**src/rtl/rf_access_ctrl_pkg.sv**
```systemverilog
// ----------------------------------------------------------------------------
// rf_ctrl_pkg
// Shared definitions for the register-file access controller:
//   - 3-bit opcode encodings (OP_NOP .. OP_XOR)
//   - FSM state encodings for the execute/writeback sequencer
// ----------------------------------------------------------------------------
package rf_ctrl_pkg;

    // Opcodes carried on instr_op.
    localparam logic [2:0] OP_NOP  = 3'd0;
    localparam logic [2:0] OP_MOV  = 3'd1;
    localparam logic [2:0] OP_MOVI = 3'd2;
    localparam logic [2:0] OP_ADD  = 3'd3;
    localparam logic [2:0] OP_SUB  = 3'd4;
    localparam logic [2:0] OP_AND  = 3'd5;
    localparam logic [2:0] OP_OR   = 3'd6;
    localparam logic [2:0] OP_XOR  = 3'd7;

    // Sequencer states. The encodings are kept as plain constants so the
    // state register can be probed as a bare 2-bit vector.
    localparam logic [1:0] ST_IDLE  = 2'd0;
    localparam logic [1:0] ST_READ  = 2'd1;
    localparam logic [1:0] ST_EXEC  = 2'd2;
    localparam logic [1:0] ST_WRITE = 2'd3;

    // True for every opcode that writes its result back to the register file.
    function automatic logic op_writes(input logic [2:0] op);
        return op != OP_NOP;
    endfunction

endpackage

```
**src/rtl/rf_access_ctrl_if.sv**
```systemverilog
// ----------------------------------------------------------------------------
// rf_access_ctrl_if
// Instruction handshake between the decoder (master) and the register-file
// access controller (slave).
//   instr_valid  master->slave  instruction offered
//   instr_ready  slave->master  controller can accept an instruction
//   instr_op     master->slave  opcode (rf_ctrl_pkg::OP_*)
//   instr_rd     master->slave  destination register
//   instr_rsA    master->slave  source A register
//   instr_rsB    master->slave  source B register
//   instr_imm    master->slave  immediate for MOVI
// ----------------------------------------------------------------------------
interface rf_access_ctrl_if #(
    parameter int BUS_WIDTH = 16
);

    logic                 instr_valid;
    logic                 instr_ready;
    logic [2:0]           instr_op;
    logic [2:0]           instr_rd;
    logic [2:0]           instr_rsA;
    logic [2:0]           instr_rsB;
    logic [BUS_WIDTH-1:0] instr_imm;

    modport master (
        output instr_valid, instr_op, instr_rd, instr_rsA, instr_rsB, instr_imm,
        input  instr_ready
    );

    modport slave (
        input  instr_valid, instr_op, instr_rd, instr_rsA, instr_rsB, instr_imm,
        output instr_ready
    );

endinterface

```
**src/rtl/rf_access_ctrl_alu.sv**
```systemverilog
// ----------------------------------------------------------------------------
// rf_ctrl_alu
// Single-cycle combinational ALU for the register-file access controller.
//   op      in   3          opcode (rf_ctrl_pkg::OP_*)
//   A       in   BUS_WIDTH  source A operand
//   B       in   BUS_WIDTH  source B operand
//   imm     in   BUS_WIDTH  immediate (MOVI)
//   result  out  BUS_WIDTH  result, modulo 2^BUS_WIDTH (carry/borrow dropped)
// ----------------------------------------------------------------------------
module rf_ctrl_alu
    import rf_ctrl_pkg::*;
#(
    parameter int BUS_WIDTH = 16
) (
    input  logic [2:0]           op,
    input  logic [BUS_WIDTH-1:0] A,
    input  logic [BUS_WIDTH-1:0] B,
    input  logic [BUS_WIDTH-1:0] imm,
    output logic [BUS_WIDTH-1:0] result
);

    always_comb begin
        // NOTE: result gets a default before the case so no path leaves it
        // unassigned; otherwise synthesis would infer a latch.
        result = '0;
        case (op)
            OP_MOV:  result = A;
            OP_MOVI: result = imm;
            OP_ADD:  result = A + B;
            OP_SUB:  result = A - B;
            OP_AND:  result = A & B;
            OP_OR:   result = A | B;
            OP_XOR:  result = A ^ B;
            default: result = '0;  // OP_NOP
        endcase
    end

endmodule

```
**src/rtl/rf_access_ctrl.sv**
```systemverilog
// ----------------------------------------------------------------------------
// rf_access_ctrl
// Execute/writeback sequencer sitting between the decoder and a register file
// with registered read ports. Accepts one instruction at a time, reads both
// sources, computes the ALU result and writes it back to rd.
//   clk       in   1          rising-edge clock, shared with the register file
//   rst       in   1          synchronous reset, active-high
//   instr     slave           instruction handshake (rf_access_ctrl_if)
//   rsA/rsB   out  3          register file read selects (registered)
//   A/B       in   BUS_WIDTH  register file read data, one clk after rsA/rsB
//   regWrite  out  1          register file write enable
//   rd        out  3          register file write select (registered)
//   D         out  BUS_WIDTH  register file write data (registered)
//   done      out  1          one-cycle pulse when an instruction retires
//   result    out  BUS_WIDTH  last computed result, held until next retirement
// Sequence: IDLE -accept-> READ -> EXEC -> WRITE -> IDLE (NOP skips WRITE).
// ----------------------------------------------------------------------------
module rf_access_ctrl
    import rf_ctrl_pkg::*;
#(
    parameter int BUS_WIDTH = 16
) (
    input  logic                 clk,
    input  logic                 rst,
    rf_access_ctrl_if.slave      instr,
    output logic [2:0]           rsA,
    output logic [2:0]           rsB,
    input  logic [BUS_WIDTH-1:0] A,
    input  logic [BUS_WIDTH-1:0] B,
    output logic                 regWrite,
    output logic [2:0]           rd,
    output logic [BUS_WIDTH-1:0] D,
    output logic                 done,
    output logic [BUS_WIDTH-1:0] result
);

    logic [1:0]           state_q, state_d;
    logic [2:0]           op_q;
    logic [2:0]           rd_lat_q;   // rd captured at accept, published at EXEC exit
    logic [BUS_WIDTH-1:0] imm_q;
    logic [2:0]           rsA_q, rsB_q, rd_q;
    logic [BUS_WIDTH-1:0] D_q, result_q;
    logic                 regWrite_q, done_q;
    logic [BUS_WIDTH-1:0] alu_result;
    logic                 accept;

    assign instr.instr_ready = (state_q == ST_IDLE) && !rst;
    assign accept            = instr.instr_valid && instr.instr_ready;

    rf_ctrl_alu #(
        .BUS_WIDTH (BUS_WIDTH)
    ) u_alu (
        .op     (op_q),
        .A      (A),
        .B      (B),
        .imm    (imm_q),
        .result (alu_result)
    );

    always_comb begin
        state_d = state_q;
        case (state_q)
            ST_IDLE:  if (accept) state_d = ST_READ;
            ST_READ:  state_d = ST_EXEC;
            ST_EXEC:  state_d = op_writes(op_q) ? ST_WRITE : ST_IDLE;
            default:  state_d = ST_IDLE;  // ST_WRITE
        endcase
    end

    // NOTE: all state here uses non-blocking assignments so every register
    // samples the pre-edge value of every other; blocking would create
    // order-dependent simulation that no longer matches the netlist.
    always_ff @(posedge clk) begin
        if (rst) begin
            state_q    <= ST_IDLE;
            op_q       <= OP_NOP;
            rd_lat_q   <= '0;
            imm_q      <= '0;
            rsA_q      <= '0;
            rsB_q      <= '0;
            rd_q       <= '0;
            D_q        <= '0;
            result_q   <= '0;
            regWrite_q <= 1'b0;
            done_q     <= 1'b0;
        end else begin
            state_q    <= state_d;
            // regWrite and done are pulses; they default low every cycle.
            regWrite_q <= 1'b0;
            done_q     <= 1'b0;
            case (state_q)
                ST_IDLE: begin
                    if (accept) begin
                        op_q     <= instr.instr_op;
                        rd_lat_q <= instr.instr_rd;
                        imm_q    <= instr.instr_imm;
                        rsA_q    <= instr.instr_rsA;
                        rsB_q    <= instr.instr_rsB;
                    end
                end
                ST_EXEC: begin
                    // A/B are valid now; publish the result. done lands in
                    // WRITE for writing ops, or in the following IDLE for NOP.
                    D_q        <= alu_result;
                    rd_q       <= rd_lat_q;
                    result_q   <= alu_result;
                    regWrite_q <= op_writes(op_q);
                    done_q     <= 1'b1;
                end
                default: ;
            endcase
        end
    end

    // Gating with rst keeps a write (or retirement) from being visible on the
    // very edge where reset aborts the instruction.
    assign regWrite = regWrite_q && !rst;
    assign done     = done_q && !rst;
    assign rsA      = rsA_q;
    assign rsB      = rsB_q;
    assign rd       = rd_q;
    assign D        = D_q;
    assign result   = result_q;

endmodule

```
**src/flat_wrapper.sv**
```systemverilog
// flat-port wrapper written by rule: the top's interface ports become plain ports
module rf_access_ctrl_flat import rf_ctrl_pkg::*;
#(
    parameter int BUS_WIDTH = 16
)
  (clk, rst, rsA, rsB, A, B, regWrite, rd, D, done, result, instr_instr_valid, instr_instr_op, instr_instr_rd, instr_instr_rsA, instr_instr_rsB, instr_instr_imm, instr_instr_ready);
  rf_access_ctrl_if #(.BUS_WIDTH(BUS_WIDTH)) instr_i ();
  input  logic clk;
  input  logic rst;
  output logic [2:0] rsA;
  output logic [2:0] rsB;
  input  logic [BUS_WIDTH-1:0] A;
  input  logic [BUS_WIDTH-1:0] B;
  output logic regWrite;
  output logic [2:0] rd;
  output logic [BUS_WIDTH-1:0] D;
  output logic done;
  output logic [BUS_WIDTH-1:0] result;
  input wire logic [$bits(instr_i.instr_valid)-1:0] instr_instr_valid;
  input wire logic [$bits(instr_i.instr_op)-1:0] instr_instr_op;
  input wire logic [$bits(instr_i.instr_rd)-1:0] instr_instr_rd;
  input wire logic [$bits(instr_i.instr_rsA)-1:0] instr_instr_rsA;
  input wire logic [$bits(instr_i.instr_rsB)-1:0] instr_instr_rsB;
  input wire logic [$bits(instr_i.instr_imm)-1:0] instr_instr_imm;
  output wire logic [$bits(instr_i.instr_ready)-1:0] instr_instr_ready;
  assign instr_i.instr_valid = instr_instr_valid;
  assign instr_i.instr_op = instr_instr_op;
  assign instr_i.instr_rd = instr_instr_rd;
  assign instr_i.instr_rsA = instr_instr_rsA;
  assign instr_i.instr_rsB = instr_instr_rsB;
  assign instr_i.instr_imm = instr_instr_imm;
  assign instr_instr_ready = instr_i.instr_ready;
  rf_access_ctrl #(.BUS_WIDTH(BUS_WIDTH)) u_core (.clk(clk), .rst(rst), .instr(instr_i), .rsA(rsA), .rsB(rsB), .A(A), .B(B), .regWrite(regWrite), .rd(rd), .D(D), .done(done), .result(result));
endmodule
```
**config.mk**
```make
export PLATFORM = sky130hd
export DESIGN_NAME = rf_access_ctrl_flat
export DESIGN_NICKNAME = d
export VERILOG_FILES = /design/src/rtl/rf_access_ctrl_pkg.sv /design/src/rtl/rf_access_ctrl_if.sv /design/src/rtl/rf_access_ctrl_alu.sv /design/src/rtl/rf_access_ctrl.sv /design/src/flat_wrapper.sv
export SDC_FILE = /design/constraint.sdc
export NUM_CORES = 1
export LEC_CHECK = 0
export CAP_MARGIN = 20
export CORE_MARGIN = 2
export CORE_UTILIZATION = 30
export DETAILED_ROUTE_END_ITERATION = 8
export HOLD_SLACK_MARGIN = 0.06
export PLACE_DENSITY = 0.53
export SYNTH_ARGS = -nofsm -noshare
export SYNTH_HDL_FRONTEND = slang
export SYNTH_SLANG_ARGS = --single-unit
```
**constraint.sdc**
```tcl
create_clock -name clk -period 2.71 [get_ports clk]
set_input_delay 0.4065 -clock clk [delete_from_list [all_inputs] [get_ports clk]]
set_output_delay 0.4065 -clock clk [all_outputs]
set_load 0.01 [all_outputs]
```
**Yosys cells after proc, flatten, opt, wreduce, memory -nomap -nowiden**

Cells that the tools add are included.

- Bits in registers: 51
- Input port bits: 63
- Output and inout bits: 44
- Word-level logic and storage cells: 40

- Add/sub/neg operators: 2
- Equality and inequality tests: 10
- Mux-type cells: 5
- Bitwise operators: 4
- Reductions and logical operators: 9

Operators with widths:

| cell | count |
|---|---|
| case mux 16 bit (7 select lines) | 1 |
| adder 16 bit | 1 |
| bitwise AND 16 bit | 1 |
| OR 16 bit | 1 |
| subtractor 16 bit | 1 |
| XOR 16 bit | 1 |
| == test 3 bit, second input constant | 4 |
| == test 3 x 2 -> 1 bit, second input constant | 2 |
| case mux 2 bit (3 select lines) | 1 |
| logical AND 1 bit | 4 |
| 2-to-1 mux 2 bit | 2 |
| == test 3 x 1 -> 1 bit, second input constant | 1 |
| nonzero test 3 bit | 1 |
| == test 2 x 1 -> 1 bit, second input constant | 1 |
| == test 2 bit, second input constant | 1 |
| logical NOT 2 bit | 1 |
| inequality test 2 x 1 -> 1 bit, second input constant | 1 |
| AND reduction 2 bit | 1 |
| OR reduction 2 bit | 1 |
| logical NOT 1 bit | 1 |
| 2-to-1 mux 1 bit | 1 |
| inverter 1 bit | 1 |

**Longest topological paths before layout**

- Word-level depth: 5
- Gate-level depth with buffers: 14
- Depth with buffers taken out: 12

**Modules after synthesis**

From an unflattened synthesis, not the netlist that was laid out.

- Cell total of the unflattened synthesis: 574
- Area, all modules: 4237.8 sq um

Modules (own cells, without submodules):

| module | instances | cells an instance | area an instance (sq um) | sequential area each (sq um) |
|---|---|---|---|---|
| rf_ctrl_alu | 1 | 337 | 2323.5 | 0.0 |
| rf_access_ctrl | 1 | 237 | 1914.3 | 1021.0 |

**Least setup slack after synthesis**

No wires, ideal clock.

- Path kind: reg2reg
- Start: reg u_core.op_q[0]
- End: reg u_core.D_q[14] (netlist: u_core.D[14])
- Setup time: 122 ps
- Arrival time: 2855 ps
- Required time: 2588 ps
- Setup slack: -267 ps
- Stages on the path, launching flop included: 14
- Path buffers: 3
- Clock period less this slack: 2977 ps
- Cells stage by stage: dfxtp_1 > buf_6 > or3b_1 > buf_6 > clkbuf_1 > nand2_1 > o21ai_1 > fa_1 > nand2b_1 > a211oi_1 > nor4_1 > o31ai_1 > xor2_1 > a221o_1

- Longest elaborated chain between the ends: 2
- Elaborated cells on any way between the ends: 8
- Those cells by class: eq/ne: 7; mux: 1

Ends and longest elaborated chain:

| what | RTL line | source |
|---|---|---|
| start, declared | rf_access_ctrl.sv:38 | `logic [2:0] op_q;` |
| start signal, assigned | rf_access_ctrl.sv:94 | `op_q <= instr.instr_op;` |
| == test 3 bit (tied with other cells) | rf_access_ctrl_alu.sv:26 | `case (op)` |
| case mux 16 bit (7 select lines) (*) | rf_access_ctrl_alu.sv:26 |  |
| end signal, assigned | rf_access_ctrl.sv:104 | `D_q <= alu_result;` |
| end, declared | rf_access_ctrl.sv:42 | `logic [BUS_WIDTH-1:0] D_q, result_q;` |

Mark *: on every way between the ends. The rest lies on a longest branch, timed or not.
A chain may end at the register's enable or synchronous reset.

**Worst setup path in the final report**

- Start: reg u_core.op_q[1]
- End: reg u_core.D_q[14] (netlist: u_core.D[14])

Same word-level chain as after synthesis.

==> results.toml <==
[power]
ir_drop_mv = 0.233
cellPowerDensity_mw_per_mm2 = 413
power.leakage_nw = 2.63
total_power_mw = 2.63

[synth]
synth_seq_cells = 51
synth-edff-count = 0
ys_seq_area_share_pct = 24.0
syn-cell-area_sq_mm = 0.00425
synth-async-reset-ratio_pct = 0
syn_avg_cell_area_sq_um = 7.57
synth_flop_cell = "dfxtp_1"
yosysWarnings = 0
syn-num-nets = 673
netlist_instances = 561
synth_cell_types = 57

[global_route]
grt_pass1_wl_um = 21500
antenna_found_initial = 0
grt_start_max_net_pins = 58
grt_overflow_total = 0
grt_pass1_vias = 4185
track_usage_pct = 18.3

[run_status]
status = "finished with violations"
violations = "setup timing"

[critical_path]
r2r-start = "u_core.op_q[1]"
cp.required_ns = 2.90
arrival_ns = 2.91
rr_worst_depth = 12
cp_max_fo = 8
crit_path_start_kind = "flip-flop"
crit_path_end_kind = "flip-flop"
worst_r2r_endpoint = "u_core.D[14]"
critical_path_class = "flip-flop to flip-flop"
rrSetupSlack_ns = -0.01

[route]
drtIter0Drc = 216
wire_per_inst_um = 15.3
vias = 4255
drtAntennaViolNets = 0
first_pass_iters = 4
drt_wl_total_um = 13700
route.detailed.drc = 0
vias_per_cell = 4.75

[finish]
multiInputGateArea_sq_mm = 0.00304
drive_gt1_share_pct = 20.8
layout.cells.most_common_list = "clkdlybuf4s50_1, buf_4, nand2_1"
regArea_sq_mm = 0.00102
syn_to_final_growth_pct = 49.6
nFillCells = 1390
n_antenna_cell = 0
fin_nets = 826
layout_commonest_cell = "clkdlybuf4s50_1"
final_area_sq_mm = 0.00636

[timing]
tightestPinTransition_ns = 0.637
max_freq_mhz = 367
period_share_pct = 100
finalHoldViolCount = 0
holdWs_ns = 0.456
slew_headroom_pct = 57.6
slew_violations = 0
final-setup-viol-count = 1
skew_ns = 0.0107
min_period_ns = 2.72
finalWorstSetupSlack_ns = -0.0120
rsz0062_at_grt = "yes"

[floorplanning]
die_area_sq_mm = 0.0151
die_width_um = 123
coreArea_sq_mm = 0.0139
io_pins = 107
fp.dieH_um = 123
initial_core_util_pct = 30.6
rows = 43

[clock_tree]
cts_tree = "built"
clkTransAtPathRegs_ns = 0.08
cts_max_path_buffers = 2
ctsHoldBuffers = 0
clkSinkCount = 51
worstSkewPairLatency_ns = 0.31
htreeDepth = 2
cts_inserted_buffers = 5
cts-root-buf = "clkbuf_16"

[placement]
hpwl_um = 10500
post_dp_cell_area_sq_mm = 0.00591
placement.setup.worst_slack_ns = -0.652
gp_congestion = 0.857
portBuffers = 106

[worst_hold_path]
whs_endpoint = "u_core.rd[2]"
hold_depth = 2
hp-class = "flip-flop to flip-flop"
min_from = "u_core.rd_lat_q[2]"

[flow_run]
cap_violations = 0
==> layer usage <==
layer  wire length (um)  global-route usage (%)
met1               6830                    25.5
met2               6190                    29.6
met3                569                    2.77
met4                129                    4.97
met5                  0                       0
==> what timing repair did <==
item / in CTS / in global routing
endpoints found under the setup margin: 9 / 8
gates cloned: 0 / 1
buffers inserted: 6 / 6
resized for setup: 41 / 33
pin swaps: 15 / 20
==> Yosys cell counts, drive strengths merged (2+ instances only) <==
cell / number / area share [%]
o21bai: 2 / 0.35
a41oi: 2 / 0.41
o22ai: 3 / 0.44
a22o: 3 / 0.62
dfxtp: 51 / 24
nor2b: 6 / 0.88
ha: 48 / 14
nand4: 5 / 0.74
a22oi: 3 / 0.53
o21a: 3 / 0.53
nor4: 2 / 0.29
nand2: 74 / 6.7
nor3: 2 / 0.24
clkbuf: 19 / 1.7
a221oi: 2 / 0.41
inv: 39 / 3.4
buf: 30 / 4.7
o211ai: 2 / 0.35
and2: 4 / 0.59
a211oi: 4 / 0.71
o221ai: 2 / 0.41
a21boi: 2 / 0.35
o31ai: 7 / 1.2
nor2: 34 / 3.1
nand3: 10 / 1.2
o21ai: 65 / 7.9
xor2: 6 / 1.2
a21oi: 41 / 4.8
mux4: 2 / 1.1
o41ai: 3 / 0.80
a221o: 6 / 1.4
mux2i: 10 / 2.4
nand2b: 35 / 5.2
xnor2: 20 / 4.1
==> state kept, by name (all words and copies together), names as in the netlist <==
signal	cells
u_core.D	16
u_core.done_q	1
u_core.state_q	2
u_core.imm_q	16
u_core.rd	3
u_core.regWrite_q	1
u_core.rd_lat_q	3
u_core.op_q	3
u_core.rsB	3
u_core.rsA	3
==> logic make-up after synthesis <==
kind of cell | after synthesis | synth area share (%)
and+or+nand+nor | 178 | 19.9
adders and majority gates | 49 | 14.6
AOI/OAI and AO/OA | 156 | 22.6
buffers and inverters | 88 | 9.84
muxes | 13 | 3.68
DFF | 51 | 24.0
xor gates and xnor gates | 26 | 5.36
==> final cells by class <==
cell class                      count  share of cell area [%]
Clock buffer                        5                    1.97
Sequential cell                    51                    16.1
Multi-Input combinational cell    422                    47.9
Inverter                           39                    2.30
Tap cell                          180                    3.54
Clock inverter                      3                   0.433
Timing Repair Buffer              195                    27.8
==> worst max path at each step <==
stage	to	start	slack, ns	cells after the start
floorplan	u_core.D[14]	u_core.op_q[0]	-0.003	13
global placement	u_core.D[14]	B[8]	-0.62	12
detailed placement	u_core.D[14]	B[8]	-0.65	12
CTS	u_core.D[14]	B[2]	-0.02	14
global route	u_core.D[14]	u_core.op_q[1]	-0.10	12
finish	u_core.D[14]	u_core.op_q[1]	-0.01	12
==> stage by stage <==
| step | TNS, ns | std cells | utilization, % |
|---|---|---|---|
| after floorplan | -0.00307 | 561 | - |
| after global placement | -5.41 | 874 | 42.6 |
| after detailed placement | -5.63 | 874 | 42.6 |
| after CTS | -0.0321 | 888 | 44.4 |
| after global routing | -0.368 | 895 | 45.8 |
| final | -0.0120 | 895 | 45.8 |
==> worst max-delay path, stage by stage, from the launching register on <==
cell	delay (ns)
dfxtp_1	0.32
or3b_4	0.49
buf_6	0.16
clkbuf_16	0.14
o31ai_4	0.06
xnor2_2	0.17
ha_4	0.26
a41oi_2	0.17
o21ai_1	0.11
a21oi_2	0.18
o31ai_2	0.09
xor2_1	0.14
a221o_1	0.32
==> where the power goes <==
part / leakage (nW) / switching (mW) / internal, mW
logic: 2.14 / 0.562 / 0.567
registers: 0.417 / 0.0261 / 0.793
clock network: 0.0723 / 0.326 / 0.353
total: 2.63 / 0.914 / 1.71
Power figures use the tool's default switching activity.
